`config.mk`:
```
export PLATFORM = sky130hd
export DESIGN_NAME = muldiv_unit
export DESIGN_NICKNAME = d
export VERILOG_FILES = /design/src/rtl/muldiv_unit.sv
export SDC_FILE = /design/constraint.sdc
export NUM_CORES = 1
export LEC_CHECK = 0
export CORE_MARGIN = 8
export CORE_UTILIZATION = 33
export CTS_BUF_LIST = sky130_fd_sc_hd__clkbuf_2
export DETAILED_ROUTE_END_ITERATION = 8
export GPL_TIMING_DRIVEN = 0
export PLACE_DENSITY = 0.57
export SLEW_MARGIN = 10
export SYNTH_ARGS = -nofsm -noshare
export SYNTH_HDL_FRONTEND = slang
export SYNTH_SLANG_ARGS = --single-unit
```
`constraint.sdc`:
```
create_clock -name clk -period 4.4 [get_ports clk]
set_input_delay 0.66 -clock clk [delete_from_list [all_inputs] [get_ports clk]]
set_output_delay 0.66 -clock clk [all_outputs]
set_load 0.02 [all_outputs]
```
`src/rtl/muldiv_unit.sv`:
```
// Iterative unsigned multiply/divide unit: one shift-add (multiply) or
// restoring shift-subtract (divide) step per cycle, start/busy/done handshake.
module muldiv_unit #(
  parameter int WIDTH = 8
) (
  input  logic             clk,
  input  logic             reset,
  input  logic             start,
  input  logic             op,
  input  logic [WIDTH-1:0] a,
  input  logic [WIDTH-1:0] b,
  output logic             busy,
  output logic             done,
  output logic [WIDTH-1:0] hi,
  output logic [WIDTH-1:0] lo,
  output logic             divzero
);

  localparam logic [1:0] IDLE = 2'd0;
  localparam logic [1:0] RUN  = 2'd1;
  localparam logic [1:0] DONE = 2'd2;
  localparam logic [WIDTH-1:0] CNT_INIT = WIDTH[WIDTH-1:0];

  logic [1:0]       state;
  logic [WIDTH-1:0] cnt;
  logic             op_r;
  logic [WIDTH-1:0] opnd;    // multiplicand (mul) or divisor (div)
  logic [WIDTH-1:0] acc_hi;  // partial product upper half / remainder
  logic [WIDTH-1:0] acc_lo;  // multiplier being consumed / quotient
  logic [WIDTH-1:0] step_hi, step_lo;
  logic [WIDTH:0]   sum, shifted, trial;

  always_comb begin
    sum     = {1'b0, acc_hi} + (acc_lo[0] ? {1'b0, opnd} : '0);
    shifted = {acc_hi, acc_lo[WIDTH-1]};
    trial   = shifted - {1'b0, opnd};
    step_hi = '0;
    step_lo = '0;
    if (!op_r) begin
      // carry of the add shifts into the top of the accumulator
      step_hi = sum[WIDTH:1];
      step_lo = {sum[0], acc_lo[WIDTH-1:1]};
    end else if (!trial[WIDTH]) begin
      step_hi = trial[WIDTH-1:0];
      step_lo = {acc_lo[WIDTH-2:0], 1'b1};
    end else begin
      step_hi = shifted[WIDTH-1:0];
      step_lo = {acc_lo[WIDTH-2:0], 1'b0};
    end
  end

  always_ff @(posedge clk) begin
    if (reset) begin
      state   <= IDLE;
      cnt     <= '0;
      op_r    <= 1'b0;
      opnd    <= '0;
      acc_hi  <= '0;
      acc_lo  <= '0;
      hi      <= '0;
      lo      <= '0;
      divzero <= 1'b0;
    end else begin
      case (state)
        IDLE, DONE: begin
          if (start) begin
            op_r    <= op;
            opnd    <= op ? b : a;
            acc_hi  <= '0;
            acc_lo  <= op ? a : b;
            cnt     <= CNT_INIT;
            divzero <= 1'b0;
            if (op && (b == '0)) begin
              state   <= DONE;
              hi      <= a;
              lo      <= '1;
              divzero <= 1'b1;
            end else begin
              state <= RUN;
            end
          end else begin
            state <= IDLE;
          end
        end
        RUN: begin
          acc_hi <= step_hi;
          acc_lo <= step_lo;
          cnt    <= cnt - 1'b1;
          if (cnt == 1) begin
            state <= DONE;
            hi    <= step_hi;
            lo    <= step_lo;
          end
        end
        default: state <= IDLE;
      endcase
    end
  end

  assign busy = (state == RUN);
  assign done = (state == DONE);

endmodule

```
======== Yosys cells after proc, flatten, opt, wreduce, memory -nomap -nowiden ========
Cells that the tools add are included.
Widths: inputs -> output; s select.
storage, ports and cells
  RAM bits ................................ 0
  memory bits (read-only) ................. 0
  logic and storage cells ................. 52
  bits in latches ......................... 0
  memories ................................ 0
  bits in registers ....................... 52
cells by class
  multiplexer cells ....................... 26
  bitwise logic cells ..................... 0
  add/subtract/negate cells ............... 3
  order comparisons ....................... 0
  reduce and logical (&&, ||, !) cells .... 8
  multiply operators ...................... 0
  shift-type cells ........................ 0
  divide/modulo/power cells ............... 0
  equality and inequality tests ........... 6
operators with widths
  operator             number
  $mux 8               15
  $pmux 8 s2           5
  $add 8x8->9          1
  $sub 9x8->9          1
  $eq 8x1->1 const B   1
  $logic_not 8->1      1
  $sub 8x1->8 const B  1
  $mux 2               3
  $ne 2x2->1 const B   2
  $pmux 2 s2           1
  $reduce_and 2->1     2
  $reduce_and 4->1     1
  $eq 2x1->1 const B   1
  $eq 2x2->1 const B   1
  $logic_not 2->1      1
  $mux 1               2
  $ne 2x1->1 const B   1
  $reduce_bool 2->1    1
  $reduce_or 2->1      1
  $logic_and 1x1->1    1

======== Depth between registers and ports, before layout ========
Gate-level depths: netlist of the first run.
  word-level depth ........................ 5
  mapped depth ............................ 11
  mapped depth without buffers ............ 10

======== Least setup slack after synthesis of the first run ========
OpenSTA, ideal clock, no wires.
  path type ............................... register to register
  start point ............................. reg acc_lo[7]
  end point ............................... reg hi[6]
  setup slack ............................. 2.041 ns
  data required time ...................... 4.252 ns
  period minus slack after synthesis ...... 2.359 ns
  path buffers ............................ 1
  library setup time ...................... 0.148 ns
  arrival ................................. 2.211 ns
  cell stages (with the launch flop) ...... 12
  cells stage by stage .................... dfxtp_1 > inv_1 > ha_1 > inv_1 > fa_1 > a211oi_2 > o211a_1 > o211ai_2 > buf_6 > mux2_4 > mux2i_4 > a31oi_1
on the way
  word-level cells in the longest chain between the ends .. 5
ends and longest elaborated chain
  element                 line  text
  from (decl)             29    logic [WIDTH-1:0] acc_lo;
  from (signal assigned)  70    acc_lo <= op ? a : b;
  from (signal assigned)  87    acc_lo <= step_lo;
  $sub 9x8->9             36    trial = shifted - {1'b0, opnd};
  $mux 8                  43    end else if (!trial[WIDTH]) begin
  $mux 8                  39    if (!op_r) begin
  $mux 8                  89    if (cnt == 1) begin
  $pmux 8 s2              64    case (state)
  to (signal assigned)    91    hi <= step_hi;
  to (decl)               14    output logic [WIDTH-1:0] hi,
No other way between the ends. The select of a mux whose other input is x is not followed.
A chain may end at the register's enable or synchronous reset.

======== Worst setup path after layout of the first run ========
  start point ............................. reg state[0]
  end point ............................... out busy
on the way
  word-level cells in the longest chain between the ends .. 1
ends and longest elaborated chain
  element                 line  text
  from (decl)             24    logic [1:0] state;
  from (signal assigned)  54    state <= IDLE;
  from (signal assigned)  74    state <= DONE;
  from (signal assigned)  79    state <= RUN;
  $eq 2x1->1              100   assign busy = (state == RUN);
  to (decl)               12    output logic busy,
No other way between the ends.

==> metrics.txt, run 1 <==
status finished, final reports clean; R2R Path Start acc_lo[7]; FF+latch count, synth 52; post-DR wirelength/cell 17.80 um; vias in the first global route 3112; Max-Cap Viols 0; dpl hpwl 7840 um; Power Dens Cells 294.1 nW/um2; Worst Path Class, Setup flop to output pin; worst hold slack 0.4808 ns; Worst EP required 3.74 ns; CTS root buf clkbuf_2; final worst path period need 3.531 ns; Worst Tran Pin Value 0.8076 ns; Area contributors post-synth dfxtp_1, ha_1, mux2i_1, nor2_1, a211oi_1; drt total wl 10130 um; Synth area leader dfxtp_1; 1st-pass router iterations 4; Die Width 115.6 um; layout cells sized above 1 8.486%; sequential cell area fraction in the yosys report 31.83%; hold buffer count at CTS 0; Core Area 9684 um2; Syn. warnings 0; DR vias 3083; Final ANT Viol Nets 0; Mean Syn Cell Area 8.343 um2; min-delay src divzero; Setup TNS Final 0 ns; Synth Net Count 432; final setup slack of the worst path 0.8691 ns; GRT Overall Usage 15.66%; max-slew violation count 0; Via-to-Cell Ratio 5.418; pre-CTS WS 1.506 ns; flop2flop setup slack 1.66 ns; DRC 0; routability cong. 0.9121; diodes inserted 0; Mapped Cells 392; antenna violations before repair 0; DR iter-0 viols 154; setup bufs post-CTS 0; largest net degree at the start of global routing 19; Layout Skew 0.02349 ns; Layout Nets 475; reg-to-reg endpoint hi[4]; Achievable Freq 0.2832 GHz; final number of setup-violating endpoints 0; crit-path max FO 10; clock sinks 52; Synth async-reset ratio 0%; Clock Path Buffers 2; worst vdd rail ir drop 0.0001675 V; Layout fillers 993; leakage 1.451 nW; CTS tree yes; R2R depth 11; HP Class flop to flop; relative slew slack 45.96%; Synth top area share 31.83%; final hold violations 0; Resize count post-CTS 0; PortBufs 36; Mapped Area 3271 um2; period utilization 80.25%; Area growth syn-to-layout 17.71%; Cells on Worst Hold Path 2; Inserted Clock Buffers 5; RSZ-0062 raised after global routing no; Initial Util 33.77%; CP Launch Type flop; DIE AREA 13350 um2; Worst Hold End divzero; Die H 115.6 um; worst path arrival time 2.87 ns; Critical Path Sink Type output pin; first-pass GRT wire length 16280 um; io pins 39; Rows 36; ys flop type dfxtp_1; clk_lat worst skew 0.47 ns; Reg clk slew, reported paths 0.32 ns; number of flops mapped to enable cells by yosys 0; total gr overflow 0; Synth cell types 59; htree depth 2
-- stage by stage --
step / power, mW / std cells / area (um2) / utilization [%]
2_1_floorplan: 0.7908 / 392 / 3271 / -
3_3_place_gp: 0.9117 / 561 / 3797 / 39.21
3_5_place_dp: 0.9156 / 561 / 3797 / 39.21
4_1_cts: 1.135 / 569 / 3850 / 39.75
5_1_grt: 1.197 / 569 / 3850 / 39.75
6_report: 1.132 / 569 / 3850 / 39.75
-- placed cells by master (no fill, tap or decap), drive strengths merged, types with 2 or more instances in the layout --
cell / count
fa: 2
buf: 8
mux2i: 19
nand2: 35
xnor2: 3
and4: 3
nor3: 4
dfxtp: 52
o21a: 7
clkbuf: 20
a211oi: 25
o21ai: 19
o22a: 2
o211ai: 12
a31o: 2
and2: 10
nor2: 45
o311ai: 3
nor4: 4
or4: 2
mux2: 8
a21o: 2
nor2b: 4
o221a: 2
nand3: 6
ha: 18
xor2: 4
clkdlybuf4s50: 36
a21oi: 28
inv: 18
nand2b: 3
or3: 2
o2111ai: 2
a31oi: 9
-- report_power, final --
group	leakage (nW)	internal [mW]	switching (mW)	total, mW
clock network	0.0311	0.0446	0.178	0.223
registers	0.426	0.511	0.0337	0.544
logic	0.994	0.154	0.211	0.365
-- kinds of logic (layout without fill, tap and decap cells) --
kind of cell / after synthesis / after routing / synth area share, %
flip-flops: 52 / 52 / 31.83
AO/OA/AOI/OAI: 125 / 125 / 26.66
buffers and inverters: 40 / 84 / 5.011
AND/OR/NAND/NOR: 121 / 121 / 17.44
multiplexers: 27 / 27 / 9.066
adder cells (fa/ha/maj): 20 / 20 / 8.110
XOR/XNOR: 7 / 7 / 1.875
-- worst max-delay path: stages, from the launching register on --
cell and delay, ns:
dfxtp_1 0.47, nand2b_1 0.15, inv_2 0.12, clkbuf_1 0.44
clkbuf_1 0.49, clkdlybuf4s50_1 0.71
-- cell type report --
type	count	area, um2	share of cell area, %
multi-input combinational	300	2066	53.66
inverter	17	63.81	1.657
timing repair buffer	36	360.3	9.360
tap	133	166.4	4.322
buffer	23	100.1	2.600
clock buffer	5	25.02	0.6500
sequential	52	1041	27.04
clock inverter	3	27.53	0.7150
-- layer usage --
metal	up-vias	track usage [%]	part of all wire (%)
met5	-	0	0
met4	0	5.342	2.0
met3	14	3.127	5.4
met2	88	26.47	47
met1	1461	19.33	45
li1	1520	-	-
-- worst max-delay path by stage --
| stage | start | end | slack, ns | cells after the start |
|---|---|---|---|---|
| after floorplan | acc_lo[7] | hi[6] | 2.04 | 11 |
| after global placement | b[4] | lo[3] | 1.53 | 6 |
| after detailed placement | b[4] | hi[3] | 1.51 | 6 |
| after CTS | state[0] | busy | 0.91 | 5 |
| after global routing | state[0] | busy | 0.78 | 5 |
| final | state[0] | busy | 0.87 | 5 |
-- sequential cells by signal, indices dropped and copies added (netlist names) --
register,count
acc_hi,8
acc_lo,8
cnt,8
hi,8
lo,8
opnd,8
state,2
divzero,1
op_r,1
-- Yosys cell counts, types with 3 or more instances --
cell type  number
a211oi_1       22
a211oi_2        3
a21oi_1        28
a31oi_1         9
and2_1         10
buf_2           5
clkbuf_1       15
dfxtp_1        52
ha_1           18
inv_1          16
mux2_2          7
mux2i_1        18
nand2_1        35
nand2b_1        3
nand3_1         6
nor2_1         45
nor2b_1         4
nor3_1          4
o211ai_1       11
o21a_1          7
o21ai_0        17
o311ai_0        3
xnor2_1         3
xor2_1          4
Note: power is estimated with default switching activity, not from simulation.
==> run 2, diff against run 1 <==
==> constraint.sdc (replaced) <==
create_clock -name clk -period 3.3 [get_ports clk]
set_input_delay 0.495 -clock clk [delete_from_list [all_inputs] [get_ports clk]]
set_output_delay 0.495 -clock clk [all_outputs]
set_load 0.02 [all_outputs]
==> run 2 against run 1 <==
Sequential power up 33%. Clock power up 32%. Sequential share of layout area about the same. Register-to-register slack worse by 1.1 ns. Highest routed layer unchanged.
==> metrics.txt, run 2 (same netlist as run 1, synthesis figures left out) <==
vias in the first global route 3112; clk_lat worst skew 0.47 ns; diodes inserted 0; final hold violations 0; htree depth 2; Switching Share 37.21%; Initial Util 33.77%; internal power 0.9462 mW; Worst Path Class, Setup flop to output pin; CP Launch Type flop; slowest CP cell clkdlybuf4s50_1; Max-Cap Viols 0; Cells after DPL 561; CP Cell Sequence nand2b_1 > inv_2 > clkbuf_1 > clkbuf_2 > clkdlybuf4s50_1; io pins 39; period utilization 95.51%; HP Class input port to flop; R2R depth 11; Area growth syn-to-layout 17.75%; fin area 3851 um2; first-pass GRT wire length 16280 um; drt total wl 10110 um; number of stages on the worst setup path 5; Comb power frac 32.3%; Power Dens Cells 391.3 nW/um2; DR vias 3086; Via-to-Cell Ratio 5.424; CP max stage delay 0.66 ns; PortBufs 36; Core Area 9684 um2; Non-Filler Instances 569; layout cells sized above 1 8.716%; crit-path max FO 10; DIE AREA 13350 um2; most frequent cells in the layout dfxtp_1, nor2_1, clkdlybuf4s50_1, nand2_1, a21oi_1; Layout Nets 475; Critical Path Sink Type output pin; Setup TNS Final 0 ns; Placed Area 3797 um2; final number of setup-violating endpoints 0; Clock Path Buffers 2; commonest non-fill, non-tap cell in the layout dfxtp_1; largest net degree at the start of global routing 19; total gr overflow 0; Die Width 115.6 um; Reg clk slew, reported paths 0.32 ns; RSZ-0062 raised after global routing no; DRC 0; Worst EP required 2.80 ns; post-DR wirelength/cell 17.76 um; Final ANT Viol Nets 0; Cells on Worst Hold Path 2; Die H 115.6 um; Clk network pwr share 19.6%; Flop pwr share 48.1%; routability cong. 0.9121; worst vdd rail ir drop 0.0002218 V; delay-heaviest family, CP buffers and inverters; status finished, final reports clean; Rows 36; NetSw 0.5606 mW; worst path arrival time 2.66 ns; relative slew slack 46.11%; CTS tree yes; DR iter-0 viols 156; antenna violations before repair 0; 1st-pass router iterations 4; CTS root buf clkbuf_2; Worst Tran Pin Value 0.8054 ns; GRT Overall Usage 15.66%; dpl hpwl 7840 um; Achievable Freq 0.3173 GHz; Bufs and invs on worst path 4; hold buffer count at CTS 0; max-slew violation count 0; Inserted Clock Buffers 5; clock sinks 52; final worst path period need 3.152 ns; Layout Skew 0.01953 ns; leakage 1.454 nW
[run 2: metal layers]
| metal | track usage [%] | wire (um) |
|---|---|---|
| met5 | 0 | 0 |
| met4 | 5.342 | 206 |
| met3 | 3.127 | 639 |
| met2 | 26.47 | 4752 |
| met1 | 19.33 | 4510 |
[run 2: final cells by class]
class / count / area [um2]
fill: 995 / 5833
multi-input combinational: 300 / 2066
sequential: 52 / 1041
timing repair buffer: 36 / 360.3
tap: 133 / 166.4
buffer: 23 / 101.3
inverter: 17 / 63.81
clock inverter: 3 / 27.53
clock buffer: 5 / 25.02
[run 2: repair_timing]
action	4_1_cts	5_1_grt
setup endpoints to repair	1	0
resized for setup	1	0
setup buffers	0	0
[run 2: final timing paths]
| path | slack, ns | end | startpoint |
|---|---|---|---|
| max | 0.15 | busy | state[0] |
| min | 0.36 | lo[1] | reset |
| max reg2reg | 0.56 | hi[4] | acc_lo[7] |
| min reg2reg | 0.48 | divzero | divzero |
[run 2: power groups by stage]
stage / Combinational (mW) / Clock, mW / Sequential, mW
detailed placement: 0.484 / 0 / 0.736
CTS: 0.487 / 0.301 / 0.725
finish: 0.487 / 0.295 / 0.725
floorplan: 0.313 / 0 / 0.742
global route: 0.535 / 0.328 / 0.733
global placement: 0.480 / 0 / 0.735
[run 2: stage by stage]
stage	utilization, %	hold WS, ns	setup WS, ns	power, mW
after floorplan	-	0.4401	0.9414	1.054
after global placement	39.21	0.4506	0.5862	1.216
after detailed placement	39.21	0.4560	0.5710	1.221
after CTS	39.77	0.3586	0.1340	1.513
after global routing	39.77	0.3502	0.02223	1.596
final	39.77	0.3619	0.1483	1.507
==> run 3, diff against run 2 <==
--- a/config.mk
+++ b/config.mk
@@ -11,6 +11,7 @@
 export DETAILED_ROUTE_END_ITERATION = 8
 export GPL_TIMING_DRIVEN = 0
 export PLACE_DENSITY = 0.57
+export SKIP_LAST_GASP = 1
 export SLEW_MARGIN = 10
 export SYNTH_ARGS = -nofsm -noshare
 export SYNTH_HDL_FRONTEND = slang
==> results of run 3 <==
Final layout, timing and power as in run 2 (identical DEF).
